File: config.mk
export PLATFORM = sky130hd
export DESIGN_NAME = spi_burst_sequencer
export DESIGN_NICKNAME = d
export VERILOG_FILES = /design/src/rtl/spi_burst_sequencer.sv
export SDC_FILE = /design/constraint.sdc
export NUM_CORES = 1
export LEC_CHECK = 0
export BUFFER_PORTS_ARGS = -buffer_cell sky130_fd_sc_hd__buf_2
export CORE_ASPECT_RATIO = 2
export CORE_MARGIN = 2
export CORE_UTILIZATION = 56
export CTS_BUF_LIST = sky130_fd_sc_hd__clkbuf_2
export DETAILED_ROUTE_END_ITERATION = 16
export PLACE_DENSITY_LB_ADDON = 0.1
export SYNTH_ARGS = -nofsm -noshare
export SYNTH_HDL_FRONTEND = slang
export SYNTH_SLANG_ARGS = --single-unit
File: constraint.sdc
create_clock -name clk -period 2.82 [get_ports clk]
set_input_delay 0.141 -clock clk [delete_from_list [all_inputs] [get_ports clk]]
set_output_delay 0.141 -clock clk [all_outputs]
set_load 0.02 [all_outputs]
File: src/rtl/spi_burst_sequencer.sv
// Multi-byte SPI burst sequencer: TX/RX byte FIFOs around a byte-wide SPI
// controller, issuing every byte of a burst under a single chip-select window.
module spi_burst_sequencer #(
    parameter int DEPTH    = 8,
    parameter int CS_SETUP = 4,
    parameter int CS_HOLD  = 4,
    localparam int LW      = $clog2(DEPTH) + 1
) (
    input  logic          clk,
    input  logic          rst_n,
    input  logic          tx_we,
    input  logic [7:0]    tx_wdata,
    input  logic          rx_re,
    output logic [7:0]    rx_rdata,
    input  logic          start,
    input  logic [LW-1:0] len,
    input  logic          keep_cs,
    output logic          busy,
    output logic          done,
    output logic [LW-1:0] tx_count,
    output logic [LW-1:0] rx_count,
    output logic          err,
    input  logic          err_clr,
    output logic          spi_trigger,
    output logic [7:0]    spi_command,
    input  logic          spi_busy,
    input  logic [7:0]    spi_response,
    output logic          spi_cs_n
);
    localparam int AW   = $clog2(DEPTH);
    localparam int TMAX = (CS_SETUP > CS_HOLD) ? CS_SETUP : CS_HOLD;
    localparam int TW   = $clog2(TMAX + 1);

    localparam logic [LW-1:0] FULL       = LW'(DEPTH);
    localparam logic [LW-1:0] ONE        = LW'(1);
    localparam logic [TW-1:0] SETUP_LAST = TW'(CS_SETUP - 1);
    localparam logic [TW-1:0] HOLD_LAST  = TW'(CS_HOLD - 1);
    localparam logic [TW-1:0] HOLD_END   = TW'(CS_HOLD);

    typedef enum logic [2:0] {
        IDLE, SETUP, ISSUE, WAIT_HI, WAIT_LO, CAPTURE, HOLD, FINISH
    } state_t;

    state_t        state;
    logic [7:0]    tx_mem [DEPTH];
    logic [7:0]    rx_mem [DEPTH];
    logic [AW-1:0] tx_wr_ptr, tx_rd_ptr, rx_wr_ptr, rx_rd_ptr;
    logic [LW-1:0] remaining;
    logic          keep_cs_r;
    logic [TW-1:0] timer;

    logic accept, issue_next;
    logic tx_push, tx_pop, tx_drop;
    logic rx_push, rx_pop, rx_drop, capture;

    // NOTE: every always_comb output gets a default first so no path leaves it unassigned (no latch).
    always_comb begin
        accept     = 1'b0;
        issue_next = 1'b0;
        case (state)
            IDLE: begin
                accept     = start;
                issue_next = start && (len != '0) && !spi_cs_n;
            end
            SETUP:   issue_next = (timer == SETUP_LAST);
            CAPTURE: issue_next = (remaining != ONE);
            default: ;
        endcase
    end

    // A full FIFO still accepts a write when a read frees a slot in the same cycle.
    assign tx_pop   = issue_next && (tx_count != '0);
    assign tx_push  = tx_we && ((tx_count != FULL) || tx_pop);
    assign tx_drop  = tx_we && !tx_push;
    assign capture  = (state == CAPTURE);
    assign rx_pop   = rx_re && (rx_count != '0);
    assign rx_push  = capture && ((rx_count != FULL) || rx_pop);
    assign rx_drop  = capture && !rx_push;
    assign rx_rdata = (rx_count != '0) ? rx_mem[rx_rd_ptr] : 8'h00;

    // NOTE: storage arrays carry no reset; the counts alone decide which entries are valid.
    always_ff @(posedge clk) begin
        if (tx_push) tx_mem[tx_wr_ptr] <= tx_wdata;
        if (rx_push) rx_mem[rx_wr_ptr] <= spi_response;
    end

    // NOTE: sequential state uses <= so every register updates from pre-edge values.
    always_ff @(posedge clk or negedge rst_n) begin
        if (!rst_n) begin
            tx_wr_ptr <= '0;
            tx_rd_ptr <= '0;
            tx_count  <= '0;
            rx_wr_ptr <= '0;
            rx_rd_ptr <= '0;
            rx_count  <= '0;
            err       <= 1'b0;
        end else begin
            if (tx_push) tx_wr_ptr <= tx_wr_ptr + AW'(1);
            if (tx_pop)  tx_rd_ptr <= tx_rd_ptr + AW'(1);
            if (rx_push) rx_wr_ptr <= rx_wr_ptr + AW'(1);
            if (rx_pop)  rx_rd_ptr <= rx_rd_ptr + AW'(1);
            case ({tx_push, tx_pop})
                2'b10:   tx_count <= tx_count + ONE;
                2'b01:   tx_count <= tx_count - ONE;
                default: ;
            endcase
            case ({rx_push, rx_pop})
                2'b10:   rx_count <= rx_count + ONE;
                2'b01:   rx_count <= rx_count - ONE;
                default: ;
            endcase
            if (tx_drop || rx_drop) err <= 1'b1;
            else if (err_clr)       err <= 1'b0;
        end
    end

    always_ff @(posedge clk or negedge rst_n) begin
        if (!rst_n) begin
            state       <= IDLE;
            busy        <= 1'b0;
            done        <= 1'b0;
            spi_trigger <= 1'b0;
            spi_command <= 8'h00;
            spi_cs_n    <= 1'b1;
            remaining   <= '0;
            keep_cs_r   <= 1'b0;
            timer       <= '0;
        end else begin
            done        <= 1'b0;
            spi_trigger <= 1'b0;
            // Command is loaded with the trigger and then held until the next issue.
            if (issue_next) begin
                spi_trigger <= 1'b1;
                spi_command <= (tx_count != '0) ? tx_mem[tx_rd_ptr] : 8'h00;
            end
            case (state)
                IDLE: if (accept) begin
                    busy      <= 1'b1;
                    remaining <= len;
                    keep_cs_r <= keep_cs;
                    timer     <= '0;
                    if (len == '0) begin
                        state <= FINISH;
                        done  <= 1'b1;
                    end else if (!spi_cs_n) begin
                        state <= ISSUE;
                    end else begin
                        state    <= SETUP;
                        spi_cs_n <= 1'b0;
                    end
                end
                SETUP: begin
                    if (timer == SETUP_LAST) state <= ISSUE;
                    else                     timer <= timer + TW'(1);
                end
                ISSUE:   state <= WAIT_HI;
                WAIT_HI: if (spi_busy)  state <= WAIT_LO;
                WAIT_LO: if (!spi_busy) state <= CAPTURE;
                CAPTURE: begin
                    remaining <= remaining - ONE;
                    timer     <= '0;
                    if (issue_next) begin
                        state <= ISSUE;
                    end else if (keep_cs_r) begin
                        state <= FINISH;
                        done  <= 1'b1;
                    end else begin
                        state <= HOLD;
                    end
                end
                // CS rises after CS_HOLD low cycles; done follows one cycle later.
                HOLD: begin
                    if (timer == HOLD_LAST) spi_cs_n <= 1'b1;
                    if (timer == HOLD_END) begin
                        state <= FINISH;
                        done  <= 1'b1;
                    end else begin
                        timer <= timer + TW'(1);
                    end
                end
                FINISH: begin
                    busy  <= 1'b0;
                    state <= IDLE;
                end
                default: state <= IDLE;
            endcase
        end
    end
endmodule

# Word level (Yosys, flattened, before mapping)
# Memory sizes are Yosys's and may differ from the RTL's.
# Cells that the tools add are included.
# totals
latch_bits,0
mem_bits_ro,0
output_inout_bits,29
mem_count,2
regBits,44
ramBits,128
inputBits,28
# mem_list
name,depth,word_bits,read_ports,rd_ports_with_merged_regs,write_ports,line_no,rtl
rx_mem,8,8,1,0,1,46,logic [7:0] rx_mem [DEPTH];
tx_mem,8,8,1,0,1,45,logic [7:0] tx_mem [DEPTH];
# op_classes
reduce_logical,32
mul,0
bitwise_logic,0
mux,41
n_addsub,10
n_eq_ne,25
order_cmp,0
n_shift,0
div,0
# ops
operator,count
3-bit 2-to-1 mux,10
3-bit case mux with 8 select lines,1
4-bit case mux with 2 select lines,3
1-bit 2-to-1 mux,18
2-bit != test (second input constant),9
8-bit 2-to-1 mux,2
4-bit nonzero test,4
3-bit by 1-bit adder with 3-bit output (second input constant),5
3-bit equality test (second input constant),5
3-bit case mux with 4 select lines,1
2-bit nonzero test,6
4-bit by 1-bit subtractor with 4-bit output (second input constant),3
3-bit by 2-bit equality test with 1-bit output (second input constant),3
4-bit by 1-bit adder with 4-bit output (second input constant),2
1-bit logical AND,8
4-bit != test (second input constant),2
4-bit AND reduction,2
1-bit case mux with 3 select lines,2
2-bit AND reduction,3
5-bit AND reduction,1
2-bit by 1-bit equality test with 1-bit output (second input constant),2
2-bit equality test (second input constant),2
4-bit logical NOT,1
4-bit 2-to-1 mux,1
7 further kinds,12

# Logic depth before layout (Yosys ltp)
# Gate-level depths: netlist of the first run.
# logic_depth
ltp_word,11
depth_mapped,14

# Worst setup path before layout of the first run
# OpenSTA, ideal clock, no wires.
# synth_path
kind,flip-flop to flip-flop
from,register state[2]
to,register tx_count[3]
path_slack_ps,-288
synth_period_minus_slack_ps,3108
arrival_time_ps,3028
setup_ps,80
stages_incl_launch_ff,14
t_required_ps,2740
cell_sequence,dfrtp_1 or4b_1 buf_2 nor3_4 o21ai_2 buf_6 or2_1 inv_2 ha_1 a21o_1 a21o_1 or2_2 mux2i_1 xor2_1
# synth_between
elab_chain_len,7
elab_cells_between_ends,11
# synth_lines
element,line_no,rtl
from (decl),44,state_t state;
from (signal assigned),119,state <= IDLE;
from (signal assigned),143,state <= FINISH;
from (signal assigned),146,state <= ISSUE;
3-bit equality test (tied with other cells),60,case (state)
1-bit case mux with 3 select lines *,60,
1-bit logical AND *,72,assign tx_pop = issue_next && (tx_count != '0);
1-bit logical OR,73,assign tx_push = tx_we && ((tx_count != FULL) || tx_pop);
1-bit logical AND,73,
2-bit by 1-bit equality test with 1-bit output / 2-bit equality test (equally long branches),102,"case ({tx_push, tx_pop})"
4-bit case mux with 2 select lines / 2-bit nonzero test (equally long branches),-,
to (signal assigned),103,2'b10: tx_count <= tx_count + ONE;
to (signal assigned),104,2'b01: tx_count <= tx_count - ONE;
to (decl),20,"output logic [LW-1:0] tx_count,"
# Every way passes the cells marked *; elsewhere a longest branch is shown, timed or not.
# A chain may end at the register's enable or synchronous reset.

# Worst setup path after layout of the first run
# Same ends and word-level chain as after synthesis.

==> results of run 1 <==
==> cell usage in the layout (no fill, tap or decap), types with 11 or more instances in the layout <==
master                          synthesis  final
sky130_fd_sc_hd__dlygate4sd3_1          0     28
sky130_fd_sc_hd__ha_1                  14     12
sky130_fd_sc_hd__mux2i_1               18     18
sky130_fd_sc_hd__mux4_2                32     32
sky130_fd_sc_hd__dfrtp_1               43     43
sky130_fd_sc_hd__clkbuf_2               0     17
sky130_fd_sc_hd__buf_4                  0     33
sky130_fd_sc_hd__inv_1                 19     19
sky130_fd_sc_hd__o21ai_0               11     11
sky130_fd_sc_hd__nor2_1                31     31
sky130_fd_sc_hd__buf_2                  4     56
sky130_fd_sc_hd__nand2_1               27     27
sky130_fd_sc_hd__edfxtp_1             128    128
==> critical path, stage by stage, from the launching register on <==
cell                      delay [ns]
sky130_fd_sc_hd__dfrtp_1        0.45
sky130_fd_sc_hd__or4b_1         0.58
sky130_fd_sc_hd__nor3_4         0.25
sky130_fd_sc_hd__o21ai_2        0.09
sky130_fd_sc_hd__or2_4          0.26
sky130_fd_sc_hd__inv_2          0.08
sky130_fd_sc_hd__ha_4           0.19
sky130_fd_sc_hd__a21o_1         0.15
sky130_fd_sc_hd__a21o_1         0.17
sky130_fd_sc_hd__or2_4          0.22
sky130_fd_sc_hd__mux2i_1        0.17
sky130_fd_sc_hd__xor2_1         0.16
==> power by group <==
| part | leakage, nW | switching (mW) | internal (mW) | total [mW] |
|---|---|---|---|---|
| logic | 1.45 | 1.65 | 1.48 | 3.13 |
| clock network | 0.135 | 0.906 | 0.353 | 1.26 |
| registers | 1.69 | 0.511 | 3.22 | 3.73 |
==> state kept, by name, summed over array words and instances (netlist names) <==
register / count
busy: 1
done: 1
err: 1
keep_cs_r: 1
remaining: 4
rx_count: 4
rx_mem: 64
rx_rd_ptr: 3
rx_wr_ptr: 3
spi_command: 8
spi_cs_n: 1
spi_trigger: 1
state: 3
timer: 3
tx_count: 4
tx_mem: 64
tx_rd_ptr: 3
tx_wr_ptr: 3
==> timing repair <==
| item | CTS | global route |
|---|---|---|
| hold endpoints to repair | 193 | 0 |
| hold buffers | 28 | 0 |
| setup endpoints to repair | 0 | 34 |
| gates resized for setup | 0 | 3 |
==> cells by family (layout without fill, tap and decap cells) <==
family	count (synthesis)	after routing
DFF	172	172
and+or+nand+nor	99	99
muxes	56	56
AOI/OAI and AO/OA	53	53
buffers and inverters	38	170
adders and majority gates	16	16
xor gates and xnor gates	15	15
other	0	1
==> per-stage QoR <==
step | hold WS, ns | instance area, um2 | util | worst slack [ns] | setup TNS, ns
after CTS | 0.09487 | 8449 | 0.6691 | 0.006430 | 0
after detailed placement | 0.3871 | 7924 | 0.6275 | 0.02503 | 0
after global placement | 0.3744 | 7924 | 0.6275 | 0.07997 | 0
final | 0.1160 | 8466 | 0.6704 | 0.009195 | 0
after floorplan | -0.1546 | 7291 | - | -0.1996 | -0.1996
after global routing | 0.1446 | 8466 | 0.6704 | -0.1025 | -0.1025
==> layer usage <==
metal | vias up | track usage | routed length [um]
met5 | - | 0 | 0
li1 | 1954 | - | -
met3 | 21 | 0.03380 | 360
met4 | 0 | 0.07576 | 278
met1 | 2110 | 0.2289 | 4983
met2 | 84 | 0.4302 | 8532
==> layout make-up <==
type | count | area, um2 | share of cell area
flip-flops and latches | 172 | 4946 | 0.5842
multi-input cells | 239 | 2196 | 0.2594
repair buffers | 117 | 808.3 | 0.09548
well taps | 150 | 187.7 | 0.02217
clock inverters | 15 | 160.2 | 0.01892
clock buffers | 17 | 85.08 | 0.01005
inverters | 21 | 80.08 | 0.009459
diodes | 1 | 2.502 | 0.0002956
==> worst max path at each step <==
stage	from	to	cells past startpoint
6_report	state[2]$_DFFE_PN0P_	tx_count[3]$_DFFE_PN0P_	11
2_1_floorplan	state[2]$_DFFE_PN0P_	tx_count[3]$_DFFE_PN0P_	13
5_1_grt	timer[0]$_DFFE_PN0P_	tx_count[3]$_DFFE_PN0P_	14
4_1_cts	timer[0]$_DFFE_PN0P_	tx_count[3]$_DFFE_PN0P_	14
3_5_place_dp	state[1]$_DFFE_PN0P_	tx_count[3]$_DFFE_PN0P_	13
3_3_place_gp	state[1]$_DFFE_PN0P_	tx_count[3]$_DFFE_PN0P_	13
==> results by group, run 1 <==
Drt
  • Detail Route Antenna Nets: 0
  • First DRT Iteration DRCs: around 200
  • DR pass1 iterations: 4
  • Post-detailed-route via-to-cell ratio: 5.695
  • Count of vias placed by the detailed router: around 4,200
  • Wire length reported by the detailed router: around 14 mm
  • Routed WL per cell: just under 20 um
  • Post-route DRC violation count: 0

Global route
  • Number of antenna violations at the first check in global routing: 1
  • Wire length of the first global-routing pass: approximately 23 mm
  • Number of global-route vias before repair: 4,455
  • Total Routing Usage GR: 0.2178
  • Pin count of the biggest net entering global routing: 45
  • Residual overflow from global routing: 0

Critical path
  • Worst Setup End Kind: flip-flop
  • Worst R2R Setup Slack: between 0.009 and 0.01 ns
  • Cell count of the worst reg-to-reg path: 11
  • CP Max Fanout: 2
  • Capture instance of the worst register-to-register path: tx_count[3]$_DFFE_PN0P_
  • Startpoint of the most critical register-to-register path: state[2]$_DFFE_PN0P_
  • Data required time at the worst endpoint: 3.48 ns
  • Type of origin of the critical path: flip-flop
  • Setup Crit Path Kind: reg2reg
  • Worst EP arrival: roughly 3.5 ns

Status
  • Outcome: complete, no violations

Clock tree
  • Total CTS buffers: 17
  • Deepest clock path buffer count: 2
  • Number of levels the H-tree was split into: 4
  • Clock input transition at the sequential cells of the worst setup and hold paths: 0.27 ns
  • TritonCTS clock tree: built
  • Library cell used as clock root buffer: sky130_fd_sc_hd__clkbuf_2
  • Number of buffers inserted to repair setup after CTS: 0
  • Total number of clock tree sinks: between 150 and 200
  • Clk Latency, worst-skew pair: slightly above 0.7 ns

Job
  • Number of violations of the max-capacitance limit: 0

Pwr
  • Post-route total power: just over 8 mW
  • Leak Pwr: approximately 3.3 nW
  • PwrDens: roughly 960 mW/mm2
  • Largest voltage drop on the vdd net: 0.5980 mV

Die
  • Starting density of the core: 0.5755
  • Number of top-level pins: between 50 and 60
  • Vertical extent of the die: around 170 um
  • Total core area: roughly 0.013 mm2
  • X dimension of the die: between 80 and 90 um
  • Core Rows: between 50 and 60
  • DIE AREA: between 0.01 and 0.015 mm2

Worst hold path
  • Worst hold path class: in2async

Synth
  • Compound-gate portion of the synthesized area: 0.04924
  • Asr flop ratio synth: 0.2558
  • Number of distinct library cells after synthesis: 56
  • Number of enable-type register cells in the synthesized netlist: 128
  • Area of the mapped netlist: just over 0.007 mm2
  • Simple-gate area share of the yosys netlist: 0.06767
  • Mux share of post-synthesis cell area: 0.1333
  • Cell accounting for the most synthesized area: sky130_fd_sc_hd__edfxtp_1
  • Sequential fraction of the synthesis area: 0.6806
  • Top cell types by occurrence after synthesis: sky130_fd_sc_hd__edfxtp_1 (128), sky130_fd_sc_hd__dfrtp_1 (43), sky130_fd_sc_hd__mux4_2 (32)
  • Top FF cell, synth: sky130_fd_sc_hd__edfxtp_1
  • Most common cell in the synthesized netlist: sky130_fd_sc_hd__edfxtp_1
  • Share of synthesized cell area in full adder, half adder and majority cells: 0.02961
  • Dominant combinational cell family by area after synthesis: multiplexers
  • FF+latch count, synth: 172
  • Avg Cell Area, Syn: between 15 and 20 um2
  • Ranking of synthesized cells by area: sky130_fd_sc_hd__edfxtp_1 (53%), sky130_fd_sc_hd__dfrtp_1 (15%), sky130_fd_sc_hd__mux4_2 (9.9%)
  • Synth Area in XOR/XNOR: 0.01808
  • Post-synth net total: just under 500
  • Count of mapped cells out of synthesis: 449
  • Area share of the largest cell type after synthesis: 0.5289
  • Count of synthesis-stage warnings from yosys: 0

Timing
  • Post-route clock skew: between 0.03 and 0.04 ns
  • Actual transition at the worst max-transition pin: around 1.1 ns
  • Max-Slew Margin vs Limit: 0.2983
  • Fin crit period: about 2.8 ns
  • Period Utilization, post-route: 0.9967
  • Final count of negative-setup-slack endpoints: 0
  • Setup repair after global routing missed its margin: true
  • Final Max Slew Viols: 0
  • Upper clock frequency limit: roughly 360 MHz
  • Number of hold violations in the final report: 0

Layout
  • Nets: around 600
  • Layout cells sized above 1: 0.2943
  • Final standard cell count with taps included and fillers excluded: roughly 730
  • Area growth from synthesis to final layout: 16.49%
  • Total of fill cells in the finished design: around 900

Place
  • Detail Placement HPWL: around 10 mm
  • Count of buffers inserted at the top-level ports: 56
  • Number of cells in the design after placement: 671
  • GP Congestion: slightly above 0.8
Power figures use the tool's default switching activity.
==> run 2, diff against run 1 <==
- CORE_UTILIZATION: 56 -> 58
- clock period: 2.82 -> 3.45 ns (I/O delays scaled with it)
==> run 2 against run 1 <==
  * Sequential power fell by 19%
  * Register-to-register slack better by 0.23 ns
  * Clock power decreased by 3%
  * Setup slack gained 0.23 ns
  * Clock skew is 0.0077 ns higher
  * Clock-buffer cell count grew 1
  * Worst hold slack worse by 0.011 ns
  * First-iteration DRC count rose by 26%
  * Flip-flop and latch count unchanged
  * Via count fell by 1.7%
  * Maximum frequency decreased by 12%
  * Sequential share of layout area grew 0.56 points
  * Critical endpoint unchanged
  * Largest cell class unchanged
  * Highest routed layer unchanged
==> results by group, run 2 (synthesized netlist as in run 1, its figures left out) <==
Layout
  • Area growth from synthesis to final layout: 15.39%
  • Nets: 599 (-2.1%)
  • Layout cells sized above 1: 0.2729 (-0.02143)
  • Non-Filler Cell Area, Final: 0.008386 mm2 (-0.95%)
  • Total of fill cells in the finished design: 811 (-12%)
  • Regs by FF count: rx_mem x64, tx_mem x64, spi_command x8
  • Commonest cells after routing, fill and taps aside: sky130_fd_sc_hd__edfxtp_1 (128), sky130_fd_sc_hd__buf_2 (56), sky130_fd_sc_hd__dfrtp_1 (43)
  • Commonest non-fill, non-tap cell in the layout: sky130_fd_sc_hd__edfxtp_1

Timing
  • Max-Slew Margin vs Limit: 0.3335 (+0.03524)
  • Fin crit period: 3.208 ns (+0.3969 ns)
  • Period Utilization, post-route: 0.9298 (-0.06696)
  • Post-route clock skew: 0.04147 ns (+0.007707 ns)
  • Final Max Slew Viols: 0 (unchanged)
  • Number of hold violations in the final report: 0 (unchanged)
  • Final-layout setup total negative slack: 0 ns (unchanged)
  • Actual transition at the worst max-transition pin: 0.9997 ns (-0.05286 ns)
  • Setup repair after global routing missed its margin: false
  • Upper clock frequency limit: 311.7 MHz (-12%)
  • Final count of negative-setup-slack endpoints: 0 (unchanged)
  • Worst hold margin: 0.1052 ns (-0.01082 ns)

Status
  • Outcome: complete, no violations

Die
  • Core Rows: 57 (-1.7%)
  • Number of top-level pins: 57 (unchanged)
  • Starting density of the core: 0.5959 (+0.02037)
  • Vertical extent of the die: 162.3 um (-1.7%)
  • DIE AREA: 0.01350 mm2 (-3.3%)
  • X dimension of the die: 83.15 um (-1.7%)
  • Total core area: 0.01220 mm2 (-3.4%)

Drt
  • Routed WL per cell: 19.38 um (+0.21%)
  • First DRT Iteration DRCs: 255 (+26%)
  • Count of vias placed by the detailed router: 4,099 (-1.7%)
  • Detail Route Antenna Nets: 0 (unchanged)
  • DR pass1 iterations: 4 (unchanged)
  • Post-detailed-route via-to-cell ratio: 5.725 (+0.52%)
  • Wire length reported by the detailed router: 13.87 mm (-2.0%)
  • Post-route DRC violation count: 0 (unchanged)

Critical path
  • Startpoint of the most critical register-to-register path: state[2]$_DFFE_PN0P_
  • Worst Setup End Kind: flip-flop
  • CP Max Fanout: 10 (+8)
  • Setup Crit Path Kind: reg2reg
  • Data required time at the worst endpoint: 4.12 ns (+0.64 ns)
  • Type of origin of the critical path: flip-flop
  • Crit path from: state[2]$_DFFE_PN0P_
  • Worst EP arrival: 3.88 ns (+0.41 ns)

Place
  • Detail Placement HPWL: 10.21 mm (-1.8%)
  • Placed Area: 0.007805 mm2 (-1.5%)
  • GP Congestion: 0.9094 (+9.9%)
  • Count of buffers inserted at the top-level ports: 56 (unchanged)

Clock tree
  • Clock input transition at the sequential cells of the worst setup and hold paths: 0.27 ns (about the same)
  • Total CTS buffers: 17 (unchanged)
  • TritonCTS clock tree: built
  • Clk Latency, worst-skew pair: 0.75 ns (+0.04 ns)
  • Number of buffers inserted to repair setup after CTS: 0 (unchanged)
  • Library cell used as clock root buffer: sky130_fd_sc_hd__clkbuf_2
  • Deepest clock path buffer count: 2 (unchanged)
  • Gates resized, CTS repair: 0 (unchanged)
  • Total number of clock tree sinks: 172 (unchanged)
  • Number of levels the H-tree was split into: 4 (unchanged)

Worst hold path
  • Worst hold path class: in2async

Global route
  • Number of antenna violations at the first check in global routing: 1 (unchanged)
  • Number of global-route vias before repair: 4,465 (+0.22%)
  • Pin count of the biggest net entering global routing: 45 (unchanged)
  • Residual overflow from global routing: 0 (unchanged)
  • Total Routing Usage GR: 0.2250 (+0.007196)
  • Wire length of the first global-routing pass: 22.64 mm (+0.12%)

Job
  • Number of violations of the max-capacitance limit: 0 (unchanged)

Pwr
  • Largest voltage drop on the vdd net: 0.5655 mV (-5.4%)
  • PwrDens: 806.6 mW/mm2 (-16%)
  • Leak Pwr: 3.243 nW (-1.0%)
==> run 2: final cells by class <==
cell class / count / area (um2) / share of cell area
antenna: 1 / 2.502 / 0.0002984
sequential: 172 / 4946 / 0.5898
timing repair buffer: 104 / 710.7 / 0.08475
multi-input combinational: 239 / 2165 / 0.2581
clock inverter: 14 / 207.7 / 0.02477
tap: 147 / 183.9 / 0.02193
clock buffer: 18 / 90.09 / 0.01074
inverter: 21 / 80.08 / 0.009549
==> run 2: final timing paths <==
check                                             endpoint  slack (ns)  depth (start not counted)
worst max-delay path               tx_count[3]$_DFFE_PN0P_        0.24                         11
worst min-delay path                  state[2]$_DFFE_PN0P_        0.11                          2
worst max register to register     tx_count[3]$_DFFE_PN0P_        0.24                         11
worst min register to register  spi_command[0]$_DFFE_PN0P_        0.51                          2
max in group asynchronous                   done$_DFF_PN0_        2.70                          2
min in group clk                    rx_mem[4][2]$_DFFE_PP_        0.21                          2
==> run 2: worst max-delay path, cell delays in order (launching register included) <==
cell and delay (ns):
sky130_fd_sc_hd__dfrtp_1 0.45, sky130_fd_sc_hd__or4b_1 0.75, sky130_fd_sc_hd__nor3_4 0.36, sky130_fd_sc_hd__o21ai_2 0.09, sky130_fd_sc_hd__or2_1 0.25, sky130_fd_sc_hd__inv_2 0.07, sky130_fd_sc_hd__ha_1 0.22, sky130_fd_sc_hd__a21o_1 0.18
sky130_fd_sc_hd__a21o_1 0.18, sky130_fd_sc_hd__or2_2 0.27, sky130_fd_sc_hd__mux2i_1 0.15, sky130_fd_sc_hd__xor2_1 0.15
==> run 2: report_power, final <==
part	internal [mW]	leakage (nW)	switching [mW]	total, mW
sequential	2.63	1.69	0.393	3.03
clock	0.502	0.174	0.721	1.22
combinational	1.17	1.38	1.34	2.51
==> run 2: layer usage <==
layer	wire [um]	GRT usage	up-vias
met5	0	0	-
met1	4624	0.2210	2081
met3	413	0.04370	21
met2	8565	0.4465	69
met4	271	0.09314	0
li1	-	-	1928
==> run 2: stage by stage <==
step                      setup WS, ns  utilization  total power [mW]  std cells
after floorplan                 0.3423            -             4.842        449
after global placement          0.4201       0.6400             5.525        655
after detailed placement        0.3347       0.6400             5.602        655
after CTS                       0.2421       0.6874             6.848        715
after global routing           0.05724       0.6876             7.216        716
final                           0.2423       0.6876             6.764        716
==> run 2: timing repair <==
action / CTS / global route
endpoints found under the hold margin: 193 / 0
hold buffers: 28 / 0
setup endpoints to repair: 0 / 0
==> run 3, diff against run 2 <==
- REMOVE_ABC_BUFFERS: unset -> 1
==> run 3 against run 2 <==
  * Combinational power is essentially flat
  * Register-to-register slack better by 0.25 ns
  * Final cell count rose by 0.28%
  * Total power shrank 2.2%
  * Cell area shrank 0.43%
  * Worst hold slack got worse by 0.050 ns
  * Maximum frequency increased by 8.3%
  * Non-clock buffer count up 2
  * Core utilization shrank 0.30 points
  * Critical path depth did not move
  * Sequential share of layout area is 0.26 points higher
  * Critical path type unchanged
  * Largest power group unchanged
==> results by group, run 3 (synthesized netlist as in run 1, its figures left out) <==
Critical path
  • Setup Crit Path Kind: reg2reg
  • Cell count of the worst reg-to-reg path: 11 (unchanged)
  • Type of origin of the critical path: flip-flop
  • Capture instance of the worst register-to-register path: tx_count[3]$_DFFE_PN0P_
  • Worst Setup End Kind: flip-flop
  • Worst R2R Setup Slack: 0.49 ns (+0.25 ns)
  • CP Max Fanout: 4 (-6)
  • Worst EP arrival: 3.61 ns (-0.27 ns)
  • Startpoint of the most critical register-to-register path: state[2]$_DFFE_PN0P_
  • Data required time at the worst endpoint: 4.10 ns (-0.02 ns)

Layout
  • Area of the multi-input gates: 0.002165 mm2 (unchanged)
  • Commonest cells after routing, fill and taps aside: sky130_fd_sc_hd__edfxtp_1 (128), sky130_fd_sc_hd__buf_2 (56), sky130_fd_sc_hd__dfrtp_1 (43)
  • Final design utilization: 0.6846 (-0.002975)
  • Total of fill cells in the finished design: 842 (+3.8%)
  • Regs by FF count: rx_mem x64, tx_mem x64, spi_command x8
  • Nets: 601 (+0.33%)
  • Register area: 0.004946 mm2 (unchanged)
  • Commonest non-fill, non-tap cell in the layout: sky130_fd_sc_hd__edfxtp_1
  • Area growth from synthesis to final layout: 14.89%
  • Layout cells sized above 1: 0.2754 (+0.002551)

Timing
  • Post-route clock skew: 0.03568 ns (-0.005788 ns)
  • Final Max Slew Viols: 0 (unchanged)
  • Final-layout setup total negative slack: 0 ns (unchanged)
  • Fin crit period: 2.961 ns (-0.2468 ns)
  • Upper clock frequency limit: 337.7 MHz (+8.3%)
  • Max-Slew Margin vs Limit: 0.3036 (-0.02993)
  • Number of hold violations in the final report: 0 (unchanged)
  • Setup repair after global routing missed its margin: false
  • Final count of negative-setup-slack endpoints: 0 (unchanged)
  • Actual transition at the worst max-transition pin: 1.045 ns (+0.04489 ns)
  • Period Utilization, post-route: 0.8582 (-0.07154)

Drt
  • First DRT Iteration DRCs: 221 (-13%)
  • Post-route DRC violation count: 0 (unchanged)
  • Post-detailed-route via-to-cell ratio: 5.779 (+0.94%)
  • Wire length reported by the detailed router: 14.13 mm (+1.8%)
  • Detail Route Antenna Nets: 0 (unchanged)
  • Count of vias placed by the detailed router: 4,149 (+1.2%)
  • Routed WL per cell: 19.68 um (+1.6%)
  • DR pass1 iterations: 4 (unchanged)

Global route
  • Total Routing Usage GR: 0.2232 (-0.001773)
  • Number of global-route vias before repair: 4,490 (+0.56%)
  • Wire length of the first global-routing pass: 22.69 mm (+0.25%)
  • Pin count of the biggest net entering global routing: 40 (-11%)
  • Number of antenna violations at the first check in global routing: 1 (unchanged)
  • Residual overflow from global routing: 0 (unchanged)

Die
  • DIE AREA: 0.01350 mm2 (unchanged)
  • Core Rows: 57 (unchanged)
  • Total core area: 0.01220 mm2 (unchanged)
  • X dimension of the die: 83.15 um (unchanged)
  • Vertical extent of the die: 162.3 um (unchanged)
  • Number of top-level pins: 57 (unchanged)
  • Starting density of the core: 0.5959 (unchanged)

Place
  • GP Congestion: 0.8622 (-5.2%)
  • Detail Placement HPWL: 10.17 mm (-0.42%)
  • Count of buffers inserted at the top-level ports: 56 (unchanged)

Clock tree
  • Deepest clock path buffer count: 2 (unchanged)
  • Clk Latency, worst-skew pair: 0.71 ns (-0.04 ns)
  • Number of levels the H-tree was split into: 4 (unchanged)
  • Library cell used as clock root buffer: sky130_fd_sc_hd__clkbuf_2
  • TritonCTS clock tree: built
  • Number of buffers inserted to repair setup after CTS: 0 (unchanged)
  • Total number of clock tree sinks: 172 (unchanged)
  • Clock input transition at the sequential cells of the worst setup and hold paths: 0.26 ns (about the same)
  • Total CTS buffers: 17 (unchanged)

Status
  • Outcome: complete, no violations

Pwr
  • Largest voltage drop on the vdd net: 0.6399 mV (+13%)
  • Leak Pwr: 3.217 nW (-0.80%)
  • PwrDens: 792.0 mW/mm2 (-1.8%)

Worst hold path
  • Worst hold path class: in2async

Job
  • Number of violations of the max-capacitance limit: 0 (unchanged)
-- run 3: power breakdown --
group,switching [mW],internal [mW],total [mW]
clock,0.736,0.296,1.03
combinational,1.30,1.18,2.48
sequential,0.470,2.63,3.10
-- run 3: worst max-delay path by stage --
stage,slack (ns),from,end
after floorplan,0.24,state[2]$_DFFE_PN0P_,tx_count[3]$_DFFE_PN0P_
after global placement,0.61,state[1]$_DFFE_PN0P_,tx_count[3]$_DFFE_PN0P_
after detailed placement,0.54,state[2]$_DFFE_PN0P_,tx_count[3]$_DFFE_PN0P_
after CTS,0.50,state[2]$_DFFE_PN0P_,tx_count[3]$_DFFE_PN0P_
after global routing,0.33,timer[0]$_DFFE_PN0P_,tx_count[3]$_DFFE_PN0P_
final,0.49,state[2]$_DFFE_PN0P_,tx_count[3]$_DFFE_PN0P_
-- run 3: through the flow --
step / std cells / hold slack (ns) / setup WS [ns] / total power, mW / cell area, um2
after floorplan: 432 / -0.1231 / 0.2370 / 4.775 / 7191
after global placement: 657 / 0.009503 / 0.6115 / 5.513 / 7820
after detailed placement: 657 / 0.008450 / 0.5382 / 5.635 / 7820
after CTS: 717 / 0.002320 / 0.4998 / 6.696 / 8347
after global routing: 718 / 0.02855 / 0.3307 / 7.043 / 8349
final: 718 / 0.05511 / 0.4891 / 6.613 / 8349
-- run 3: repair_timing --
action	in CTS	in global routing
endpoints found under the setup margin	0	0
resized for setup	0	0
hold endpoints to repair	192	0
hold buffers	28	0
-- run 3: metal layers --
layer  GRT usage  vias up  wire length (um)
li1            -     1933                 -
met2      0.4421       84              8511
met5           0        -                 0
met3     0.03506       17               320
met4     0.08420        0               246
met1      0.2301     2115              5053
-- run 3: layout make-up --
class | instances | area share
flip-flops and latches | 172 | 0.5924
multi-input cells | 239 | 0.2593
repair buffers | 106 | 0.08692
well taps | 147 | 0.02203
clock inverters | 14 | 0.01873
clock buffers | 18 | 0.01079
inverters | 21 | 0.009591
diodes | 1 | 0.0002997
-- run 3: worst max-delay path: stages (launching register included) --
cell and delay [ns]:
sky130_fd_sc_hd__dfrtp_1 0.45, sky130_fd_sc_hd__or4b_1 0.60, sky130_fd_sc_hd__nor3_4 0.30, sky130_fd_sc_hd__o21ai_2 0.09, sky130_fd_sc_hd__or2_1 0.25, sky130_fd_sc_hd__inv_2 0.07, sky130_fd_sc_hd__ha_1 0.21, sky130_fd_sc_hd__a21o_1 0.17
sky130_fd_sc_hd__a21o_1 0.19, sky130_fd_sc_hd__or2_2 0.27, sky130_fd_sc_hd__mux2i_1 0.15, sky130_fd_sc_hd__xor2_1 0.15
